`config.mk`:
```
export PLATFORM = sky130hd
export DESIGN_NAME = spi_display_slave_flat
export DESIGN_NICKNAME = d
export VERILOG_FILES = /design/src/rtl/spi_display_slave_pkg.sv /design/src/rtl/spi_display_slave_if.sv /design/src/rtl/spi_display_slave_seg7_decode.sv /design/src/rtl/spi_display_slave.sv /design/src/flat_wrapper.sv
export SDC_FILE = /design/constraint.sdc
export NUM_CORES = 1
export LEC_CHECK = 0
export ABC_CLOCK_PERIOD_IN_PS = 2600
export CAP_MARGIN = 25
export CORE_UTILIZATION = 35
export CTS_CLUSTER_DIAMETER = 80
export DETAILED_ROUTE_END_ITERATION = 12
export DONT_BUFFER_PORTS = 1
export GPL_TIMING_DRIVEN = 0
export REMOVE_ABC_BUFFERS = 1
export SLEW_MARGIN = 20
export SYNTH_ARGS = -nofsm -noshare
export SYNTH_HDL_FRONTEND = slang
export SYNTH_SLANG_ARGS = --single-unit
export TNS_END_PERCENT = 50
```
`constraint.sdc`:
```
create_clock -name clk -period 2.6 [get_ports clk]
set_input_delay 0.52 -clock clk [delete_from_list [all_inputs] [get_ports clk]]
set_output_delay 0.52 -clock clk [all_outputs]
set_load 0.05 [all_outputs]
```
`src/rtl/spi_display_slave_pkg.sv`:
```
// Shared definitions for the countdown display SPI slave.
//   FRAME_BITS    : bits per SPI frame, MSB first
//   CMD_*         : command codes carried in frame[15:12]
//   MODE_*        : bit positions inside the 2-bit mode register
//   SEG_BLANK/DASH: active-low glyphs {g,f,e,d,c,b,a}
//   spi_state_t   : SPI receive FSM states
package disp_pkg;

    localparam int FRAME_BITS = 16;

    localparam logic [3:0] CMD_NOP  = 4'd0;
    localparam logic [3:0] CMD_DIG0 = 4'd1;
    localparam logic [3:0] CMD_DIG1 = 4'd2;
    localparam logic [3:0] CMD_DIG2 = 4'd3;
    localparam logic [3:0] CMD_DIG3 = 4'd4;
    localparam logic [3:0] CMD_MODE = 4'd5;

    localparam int MODE_BLINK = 0;
    localparam int MODE_DP    = 1;

    // Digit that carries the min:sec separator when MODE_DP is set.
    localparam logic [1:0] DP_DIGIT = 2'd2;

    localparam logic [6:0] SEG_BLANK = 7'h7F;
    localparam logic [6:0] SEG_DASH  = 7'h3F;

    typedef enum logic [1:0] {
        ST_IDLE,
        ST_SHIFT,
        ST_DONE
    } spi_state_t;

    // Commands above CMD_MODE are rejected as bad frames.
    function automatic logic cmd_legal(input logic [3:0] cmd);
        return cmd <= CMD_MODE;
    endfunction

endpackage

```
`src/rtl/spi_display_slave_if.sv`:
```
// SPI pin bundle between the countdown master and the display slave.
//   ss   : slave select, active-low (master -> slave)
//   sclk : SPI clock, mode 0       (master -> slave)
//   mosi : data to slave           (master -> slave)
//   miso : echo of last frame      (slave -> master)
interface spi_display_slave_if;

    logic ss;
    logic sclk;
    logic mosi;
    logic miso;

    modport master (output ss, output sclk, output mosi, input miso);
    modport slave  (input ss, input sclk, input mosi, output miso);

endinterface

```
`src/rtl/spi_display_slave_seg7_decode.sv`:
```
// 4-bit digit code to active-low 7-segment pattern {g,f,e,d,c,b,a}.
//   i_code : 0-9 digit glyphs, 10 dash, 11-15 blank
//   o_seg  : segment drive, 0 = lit
module seg7_decode
    import disp_pkg::*;
(
    input  logic [3:0] i_code,
    output logic [6:0] o_seg
);

    // NOTE: every path through a combinational case assigns the output
    // (the default arm here), otherwise synthesis infers a latch.
    always_comb begin
        case (i_code)
            4'd0:    o_seg = 7'h40;
            4'd1:    o_seg = 7'h79;
            4'd2:    o_seg = 7'h24;
            4'd3:    o_seg = 7'h30;
            4'd4:    o_seg = 7'h19;
            4'd5:    o_seg = 7'h12;
            4'd6:    o_seg = 7'h02;
            4'd7:    o_seg = 7'h78;
            4'd8:    o_seg = 7'h00;
            4'd9:    o_seg = 7'h10;
            4'd10:   o_seg = SEG_DASH;
            default: o_seg = SEG_BLANK;
        endcase
    end

endmodule

```
`src/rtl/spi_display_slave.sv`:
```
// SPI slave for the countdown display: receives 16-bit command frames,
// holds four BCD digits plus a 2-bit mode, scans a multiplexed 4-digit
// 7-segment display and echoes the last accepted frame on miso.
//   clk, rst     : system clock, asynchronous active-low reset
//   spi          : ss/sclk/mosi in, miso out (oversampled, sclk <= clk/4)
//   seg, dp, an  : active-low segments, decimal point, digit anodes
//   mode_o       : current mode register {dp_enable, blink_enable}
//   frame_valid  : 1-cycle pulse, frame accepted
//   frame_err    : 1-cycle pulse, frame short/long/bad command
module spi_display_slave
    import disp_pkg::*;
#(
    parameter int SCAN_DIV  = 1000,
    parameter int BLINK_DIV = 256
) (
    input  logic               clk,
    input  logic               rst,
    spi_display_slave_if.slave spi,
    output logic [6:0]         seg,
    output logic               dp,
    output logic [3:0]         an,
    output logic [1:0]         mode_o,
    output logic               frame_valid,
    output logic               frame_err
);

    localparam int CNT_W   = $clog2(FRAME_BITS + 2);
    localparam int SCAN_W  = $clog2(SCAN_DIV + 1);
    localparam int BLINK_W = $clog2(BLINK_DIV + 1);

    localparam logic [CNT_W-1:0]   BIT_FULL   = CNT_W'(FRAME_BITS);
    localparam logic [CNT_W-1:0]   BIT_SAT    = CNT_W'(FRAME_BITS + 1);
    localparam logic [SCAN_W-1:0]  SCAN_LAST  = SCAN_W'(SCAN_DIV - 1);
    localparam logic [BLINK_W-1:0] BLINK_LAST = BLINK_W'(BLINK_DIV - 1);

    // ---------------- pin synchronisers and edge detect ----------------
    logic [1:0] r_ss_sync;
    logic [1:0] r_sclk_sync;
    logic [1:0] r_mosi_sync;
    logic       r_ss_prev;
    logic       r_sclk_prev;

    // NOTE: sequential state uses non-blocking assignments so every flop
    // samples pre-edge values, independent of statement order.
    always_ff @(posedge clk or negedge rst) begin
        if (!rst) begin
            r_ss_sync   <= 2'b11;   // idle-high so reset release is not a false select
            r_sclk_sync <= 2'b00;
            r_mosi_sync <= 2'b00;
            r_ss_prev   <= 1'b1;
            r_sclk_prev <= 1'b0;
        end else begin
            r_ss_sync   <= {r_ss_sync[0], spi.ss};
            r_sclk_sync <= {r_sclk_sync[0], spi.sclk};
            r_mosi_sync <= {r_mosi_sync[0], spi.mosi};
            r_ss_prev   <= r_ss_sync[1];
            r_sclk_prev <= r_sclk_sync[1];
        end
    end

    logic w_ss_fall, w_ss_rise, w_sclk_rise, w_sclk_fall, w_mosi;

    assign w_ss_fall   =  r_ss_prev   & ~r_ss_sync[1];
    assign w_ss_rise   = ~r_ss_prev   &  r_ss_sync[1];
    assign w_sclk_rise = ~r_sclk_prev &  r_sclk_sync[1];
    assign w_sclk_fall =  r_sclk_prev & ~r_sclk_sync[1];
    assign w_mosi      =  r_mosi_sync[1];

    // ---------------- SPI FSM and register file ----------------
    spi_state_t            r_state;
    logic [CNT_W-1:0]      r_bit_cnt;
    logic [FRAME_BITS-1:0] r_rx;
    logic [FRAME_BITS-1:0] r_tx;
    logic [FRAME_BITS-1:0] r_echo;
    logic                  r_miso;
    logic [3:0]            r_digit [4];
    logic [1:0]            r_mode;
    logic                  r_valid;
    logic                  r_err;

    logic [3:0] w_cmd;
    logic [3:0] w_data;
    logic       w_frame_ok;

    assign w_cmd      = r_rx[FRAME_BITS-1 -: 4];
    assign w_data     = r_rx[3:0];
    assign w_frame_ok = (r_bit_cnt == BIT_FULL) && cmd_legal(w_cmd);

    always_ff @(posedge clk or negedge rst) begin
        if (!rst) begin
            r_state   <= ST_IDLE;
            r_bit_cnt <= '0;
            r_rx      <= '0;
            r_tx      <= '0;
            r_echo    <= '0;
            r_miso    <= 1'b0;
            // NOTE: the digit store is four small flops, not a RAM, so it is
            // cleared by reset along with everything else.
            r_digit   <= '{default: '0};
            r_mode    <= '0;
            r_valid   <= 1'b0;
            r_err     <= 1'b0;
        end else begin
            r_valid <= 1'b0;
            r_err   <= 1'b0;
            unique case (r_state)
                ST_IDLE: begin
                    if (w_ss_fall) begin
                        r_state   <= ST_SHIFT;
                        r_bit_cnt <= '0;
                        // echo MSB goes out immediately so the first rising sclk sees it
                        r_miso    <= r_echo[FRAME_BITS-1];
                        r_tx      <= {r_echo[FRAME_BITS-2:0], 1'b0};
                    end
                end
                ST_SHIFT: begin
                    // deselect has priority: an sclk edge in the same cycle is dropped
                    if (w_ss_rise) begin
                        r_state <= ST_DONE;
                        r_miso  <= 1'b0;
                    end else begin
                        if (w_sclk_rise) begin
                            r_rx <= {r_rx[FRAME_BITS-2:0], w_mosi};
                            // saturate one past full so overlong frames stay detectable
                            if (r_bit_cnt != BIT_SAT) begin
                                r_bit_cnt <= r_bit_cnt + CNT_W'(1);
                            end
                        end
                        if (w_sclk_fall) begin
                            r_miso <= r_tx[FRAME_BITS-1];
                            r_tx   <= {r_tx[FRAME_BITS-2:0], 1'b0};
                        end
                    end
                end
                ST_DONE: begin
                    r_state <= ST_IDLE;
                    if (w_frame_ok) begin
                        r_echo  <= r_rx;
                        r_valid <= 1'b1;
                        case (w_cmd)
                            CMD_DIG0: r_digit[0] <= w_data;
                            CMD_DIG1: r_digit[1] <= w_data;
                            CMD_DIG2: r_digit[2] <= w_data;
                            CMD_DIG3: r_digit[3] <= w_data;
                            CMD_MODE: r_mode     <= w_data[1:0];
                            default:  ;     // CMD_NOP: accepted, nothing stored
                        endcase
                    end else begin
                        r_err <= 1'b1;
                    end
                end
                default: r_state <= ST_IDLE;
            endcase
        end
    end

    // ---------------- scan and blink timing ----------------
    logic [SCAN_W-1:0]  r_scan_cnt;
    logic [1:0]         r_idx;
    logic [BLINK_W-1:0] r_round_cnt;
    logic               r_blink_off;
    logic [1:0]         r_mode_act;     // mode as seen by the display, updated per scan step

    always_ff @(posedge clk or negedge rst) begin
        if (!rst) begin
            r_scan_cnt  <= '0;
            r_idx       <= '0;
            r_round_cnt <= '0;
            r_blink_off <= 1'b0;
            r_mode_act  <= '0;
        end else if (r_scan_cnt == SCAN_LAST) begin
            r_scan_cnt <= '0;
            r_idx      <= r_idx + 2'd1;
            r_mode_act <= r_mode;
            if (r_idx == 2'd3) begin
                if (r_round_cnt == BLINK_LAST) begin
                    r_round_cnt <= '0;
                    r_blink_off <= ~r_blink_off;
                end else begin
                    r_round_cnt <= r_round_cnt + BLINK_W'(1);
                end
            end
        end else begin
            r_scan_cnt <= r_scan_cnt + SCAN_W'(1);
        end
    end

    // ---------------- display drive ----------------
    logic [3:0] w_code;
    logic [6:0] w_seg;
    logic       w_blank;
    logic [6:0] r_seg;
    logic [3:0] r_an;
    logic       r_dp;

    // Digit codes are read every clock, so a write lands cleanly on the next clock.
    assign w_code  = r_digit[r_idx];
    assign w_blank = r_mode_act[MODE_BLINK] & r_blink_off;

    seg7_decode u_decode (
        .i_code (w_code),
        .o_seg  (w_seg)
    );

    always_ff @(posedge clk or negedge rst) begin
        if (!rst) begin
            r_seg <= SEG_BLANK;
            r_an  <= 4'hF;
            r_dp  <= 1'b1;
        end else begin
            r_seg <= w_seg;
            r_an  <= w_blank ? 4'hF : ~(4'b0001 << r_idx);
            r_dp  <= ~(r_mode_act[MODE_DP] & ~w_blank & (r_idx == DP_DIGIT));
        end
    end

    assign seg         = r_seg;
    assign an          = r_an;
    assign dp          = r_dp;
    assign mode_o      = r_mode;
    assign frame_valid = r_valid;
    assign frame_err   = r_err;
    assign spi.miso    = r_miso;

endmodule
```
`src/flat_wrapper.sv`:
```
// flat-port wrapper written by rule: the top's interface ports become plain ports
module spi_display_slave_flat import disp_pkg::*;
#(
    parameter int SCAN_DIV  = 1000,
    parameter int BLINK_DIV = 256
)
  (clk, rst, seg, dp, an, mode_o, frame_valid, frame_err, spi_ss, spi_sclk, spi_mosi, spi_miso);
  spi_display_slave_if spi_i ();
  input  logic clk;
  input  logic rst;
  output logic [6:0] seg;
  output logic dp;
  output logic [3:0] an;
  output logic [1:0] mode_o;
  output logic frame_valid;
  output logic frame_err;
  input wire logic [$bits(spi_i.ss)-1:0] spi_ss;
  input wire logic [$bits(spi_i.sclk)-1:0] spi_sclk;
  input wire logic [$bits(spi_i.mosi)-1:0] spi_mosi;
  output wire logic [$bits(spi_i.miso)-1:0] spi_miso;
  assign spi_i.ss = spi_ss;
  assign spi_i.sclk = spi_sclk;
  assign spi_i.mosi = spi_mosi;
  assign spi_miso = spi_i.miso;
  spi_display_slave #(.SCAN_DIV(SCAN_DIV), .BLINK_DIV(BLINK_DIV)) u_core (.clk(clk), .rst(rst), .spi(spi_i), .seg(seg), .dp(dp), .an(an), .mode_o(mode_o), .frame_valid(frame_valid), .frame_err(frame_err));
endmodule
```
### Word-level counts from Yosys, hierarchy flattened

Memories as Yosys holds them, arrays and structs flattened. A register that Yosys moved wholly into a read port is not among the register bits.
Cells that the tools add are included.
W data, S select, Z words.

| word-level totals | value |
|---|---|
| bits in read-only memories | 112 |
| memories | 1 |
| logic and storage cells | 113 |
| output and inout port bits | 17 |
| register bits after elaboration | 113 |

Memories:

| name | depth | width | rd ports | clocked after memory_dff | wr ports | RTL line | text |
|---|---|---|---|---|---|---|---|
| (no name shown) | 16 | 7 | 1 | 1 | 0 | spi_display_slave_seg7_decode.sv:14 | `case (i_code)` |

| cells by class | value |
|---|---|
| $lt $le $gt $ge | 2 |
| $add $sub $neg | 4 |
| equal/unequal tests | 20 |
| mux-type cells | 26 |
| shift-type cells | 1 |
| reductions and logical operators | 17 |
| bitwise operators | 17 |

Operator list:

| kind | count |
|---|---|
| $mux W16 | 3 |
| $pmux W16 S2 | 1 |
| $reduce_and A3 Y1 | 8 |
| $mux W5 | 4 |
| $mux W4 | 3 |
| $add A10 B1 Y10 const B | 1 |
| $eq A10 B10 Y1 const B | 1 |
| $mux W10 | 1 |
| $ne A2 B1 Y1 const B | 5 |
| $pmux W5 S2 | 1 |
| $add A9 B1 Y9 const B | 1 |
| $eq A9 B8 Y1 const B | 1 |
| $mux W9 | 1 |
| $bmux W4 S2 | 1 |
| $eq A4 B2 Y1 const B | 2 |
| $eq A4 B3 Y1 const B | 2 |
| $not A1 Y1 | 8 |
| $and A1 B1 Y1 | 7 |
| $mux W1 | 7 |
| $eq A2 B2 Y1 const B | 3 |
| $reduce_and A2 Y1 | 3 |
| $add A5 B1 Y5 const B | 1 |
| $eq A5 B5 Y1 const B | 1 |
| $ne A5 B5 Y1 const B | 1 |
| 19 further kinds | 20 |

### Depth between registers and ports, before layout

| depth | value |
|---|---|
| word-level depth | 5 |
| mapped depth | 7 |
| depth with buffers taken out | 6 |

### By module

A second synthesis with hierarchy kept.

| second synthesis, totals | value |
|---|---|
| cell total of the unflattened synthesis | 432 |
| area, all modules | 5238.8 µm² |

Modules (own cells, without submodules):

| module | seq. area each (µm²) | instances | area an instance (µm²) | cells each |
|---|---|---|---|---|
| spi_display_slave | 2996.6 | 1 | 5012.3 | 399 |
| seg7_decode | 0.0 | 1 | 226.5 | 33 |

### Worst setup path after synthesis

Ideal clock, no wire load.

| path | value |
|---|---|
| kind | reg2reg |
| start | reg u_core.r_ss_prev |
| end | reg u_core.r_tx[10] |
| data arrival time | 1.800 ns |
| path slack | 0.676 ns |
| data required time | 2.475 ns |
| stages on the path, launching flop included | 6 |
| buffers on the path | 1 |
| path through | dfstp_2 nand2b_1 a21oi_1 a211oi_2 buf_4 mux2_2 |

| on the way | value |
|---|---|
| word-level cells in the longest chain between the ends | 4 |
| elaborated cells on any way between the ends | 6 |
| those cells by class | eq/ne (2); bitwise (3); reduce/logical (1) |

Ends and longest elaborated chain:

| item | RTL line | text |
|---|---|---|
| start, declared | spi_display_slave.sv:40 | `logic r_ss_prev;` |
| start signal, assigned | spi_display_slave.sv:56 | `r_ss_prev <= r_ss_sync[1];` |
| $not A1 Y1 | spi_display_slave.sv:64 | `assign w_ss_rise = ~r_ss_prev & r_ss_sync[1];` |
| $and A1 B1 Y1 | spi_display_slave.sv:64 |  |
| $ne A2 B2 Y1 (no line) | -- |  |
| $reduce_and A4 Y1 (no line) * | -- |  |
| end signal, assigned | spi_display_slave.sv:113 | `r_tx <= {r_echo[FRAME_BITS-2:0], 1'b0};` |
| end signal, assigned | spi_display_slave.sv:131 | `r_tx <= {r_tx[FRAME_BITS-2:0], 1'b0};` |
| end, declared | spi_display_slave.sv:73 | `logic [FRAME_BITS-1:0] r_tx;` |

Mark *: on every way between the ends. The rest lies on a longest branch, timed or not.
A chain may end at the register's enable or synchronous reset.

### Final worst setup path

| path | value |
|---|---|
| start | reg u_core.r_state[0] |
| end | reg u_core.r_rx[6] |

| on the way | value |
|---|---|
| word-level cells in the longest chain between the ends | 2 |

Ends and longest elaborated chain:

| item | RTL line | text |
|---|---|---|
| start, declared | spi_display_slave.sv:70 | `spi_state_t r_state;` |
| start signal, assigned | spi_display_slave.sv:91 | `r_state <= ST_IDLE;` |
| start signal, assigned | spi_display_slave.sv:109 | `r_state <= ST_SHIFT;` |
| start signal, assigned | spi_display_slave.sv:119 | `r_state <= ST_DONE;` |
| $eq A2 B1 Y1 | spi_display_slave.sv:106 | `unique case (r_state)` |
| $reduce_and A3 Y1 (no line) | -- |  |
| end signal, assigned | spi_display_slave.sv:123 | `r_rx <= {r_rx[FRAME_BITS-2:0], w_mosi};` |
| end, declared | spi_display_slave.sv:72 | `logic [FRAME_BITS-1:0] r_rx;` |

No other way between the ends.

==> metrics.csv <==
metric,value,unit
status,finished with violations,
violations,"design-rule violations, negative hold slack",
grt_util_met2,0.205,
cp_max_fo,16,
clock_path_buffers,2,
seq_power_share,0.415,
detail_route.first_pass.iterations,10,
portBuffers,0,
clockPowerShare,0.547,
rsz0062_at_grt,false,
synth_cells,432,
worst_pin_slew,0.810,ns
dr_total_vias,3199,
cp.required,2.89,ns
yosysSeqAreaShare,0.563,
fin_setup_tns,0,ns
path_clk_slew,0.06,ns
max_freq,435,MHz
dpl_cell_area,5500,um2
grt_max_degree,120,
peakVddDrop,0.000466,V
swShare,0.213,
rows,44,
core-area,14700,um2
final_cell_count_no_fill,635,
synth-xor-area-share,0.0263,
cts-root-buf,clkbuf_16,
wl_per_cell,14.4,um
crit_type,flop to flop,
synth_top_family_by_area,multiplexers,
min_period_over_period,0.883,
synth_edf_count,0,
antenna_found_initial,0,
yosys.area_share.simple,0.144,
dp.cells,603,
drtIter0Drc,237,
final_cell_mix,"dfrtp_1 (104), mux2_2 (66), nand2_1 (66)",
synth_mux_area_frac,0.166,
worstPathArrival,2.59,ns
p_total,0.00485,W
die_y,125,um
synthDistinctLibCells,55,
num_antenna_cells,0,
synth_flop_cell,dfrtp_1,
p_sw,0.00103,W
ant_nets,0,
fin_util,0.420,
gr-total-overflow,0,
vias_per_cell,5.04,
fillCellCount,1347,
start_util,0.362,
grt_pass1_wl,16200,um
async_flop_share,1.00,
grt_usage,0.131,
avgSynthCellArea,12.3,um2
dp_hpwl,5740,um
clock_sinks,119,
whs,-0.192,ns
cts_tree,built,
cts_buffers,17,
min-delay-path-class,input pin to async pin,
layout_commonest_cell,dfrtp_1,
dieArea,15700,um2
clk_latency,0.41,ns
internal_power,0.00382,W
layout-drive-gt1-share,0.286,
die_w,125,um
use_met1,0.169,
synthAdderAreaFrac,0.0329,
p_per_area,785,nW/um2
worstSetupStartpointType,flop,
drcViolationCount,2,
grt_pass1_vias,3290,
post-route-cell-area,6170,um2
combPwrFrac,0.038,
slew_headroom,0.456,
ys_ff_latch,119,
finalClockSkew,0.00777,ns
hold_viol_final,116,
syn2layout_area_growth,16.0,%
synth_compound_area_frac,0.0454,
nNetsFinal,457,
end_kind,flop,
io_pins,22,
routed_wl,9170,um
finalSetupViolations,0,
place.gp.congestion,0.774,
slew_viol_final,0,
leakage,2.86,nW
synth_warnings,0,
h-tree-depth,4,
post-cts-setup-buffers,0,
use_met3,0.0471,
syn_area,5320,um2
grt_busiest_layer,met2,
post-route-min-period,2.30,ns
drv_cap,0,
path summary, 6_finish.rpt:
kind,startpoint,cells past startpoint,endpoint,slack [ns]
setup / recovery,u_core.r_state[0],4,u_core.r_rx[6],0.30
hold / removal,rst,0,u_core.r_digit[8],-0.19
setup reg to reg,u_core.r_state[0],4,u_core.r_rx[6],0.30
max in group asynchronous,rst,0,u_core.r_ss_prev,2.52
hold reg to reg,u_core.r_mosi_sync[0],0,u_core.r_mosi_sync[1],0.35
min in group clk,spi_ss,0,u_core.r_ss_sync[0],0.10
cells by family after synthesis:
family	after synthesis
xor gates and xnor gates	16
adders and majority gates	14
AOI/OAI and AO/OA	37
DFF	119
buffers and inverters	24
muxes	74
and+or+nand+nor	148
power groups by stage:
stage / sequential [W] / clock, W / combinational [W]
floorplan: 0.00200 / 0 / 0.000143
global placement: 0.00204 / 0 / 0.000172
detailed placement: 0.00204 / 0 / 0.000184
CTS: 0.00201 / 0.00270 / 0.000186
global route: 0.00203 / 0.00279 / 0.000204
finish: 0.00201 / 0.00265 / 0.000182
per-layer routing:
layer | up-vias | part of all wire
met4 | 0 | 0.013
met2 | 42 | 0.48
met3 | 14 | 0.036
met1 | 1619 | 0.47
li1 | 1524 | -
met5 | - | 0
synth_stat cells, drive strengths merged (7+ instances only):
master | number | area [um2]
xor2 | 8 | 70.1
a21oi | 9 | 45.0
nor2 | 22 | 85.1
nand2 | 66 | 248
xnor2 | 8 | 70.1
ha | 14 | 175
dfstp | 15 | 394
nand2b | 7 | 43.8
inv | 10 | 37.5
nand3 | 17 | 85.1
mux2 | 66 | 743
dfrtp | 104 | 2600
buf | 9 | 58.8
o21ai | 12 | 60.1
final cells by class:
class,count,area [um2],area share
sequential,119,3000,0.485
multi-input combinational,289,2230,0.362
clock buffer,19,443,0.0717
tap,184,230,0.0373
clock inverter,13,226,0.0367
inverter,10,37.5,0.00608
timing repair buffer,1,7.51,0.00122
worst max-delay path: stages (launching register included):
cell and delay [ns]:
dfrtp_1 0.55, nor2b_1 0.46, nand2_1 0.26, nor2_4 0.51, mux2_2 0.40
flip-flops by register name (all words and copies together), names as in the netlist, 4 cells and up:
register and flops:
u_core.an 4, u_core.r_bit_cnt 5, u_core.r_digit 16, u_core.r_echo 16, u_core.r_round_cnt 9, u_core.r_rx 16
u_core.r_scan_cnt 10, u_core.r_tx 15, u_core.seg 7
per-stage QoR:
step / setup slack [ns] / hold WS [ns]
after global placement: -0.567 / 0.231
final: 0.304 / -0.192
after CTS: 0.0198 / -0.206
after floorplan: 0.232 / 0.224
after detailed placement: 0.0519 / 0.231
after global routing: 0.118 / -0.209
timing repair:
item	4_1_cts	5_1_grt
endpoints found under the hold margin	119	116
gates resized for setup	0	1
setup endpoints to repair	0	16
Note: power is estimated with default switching activity, not from simulation.
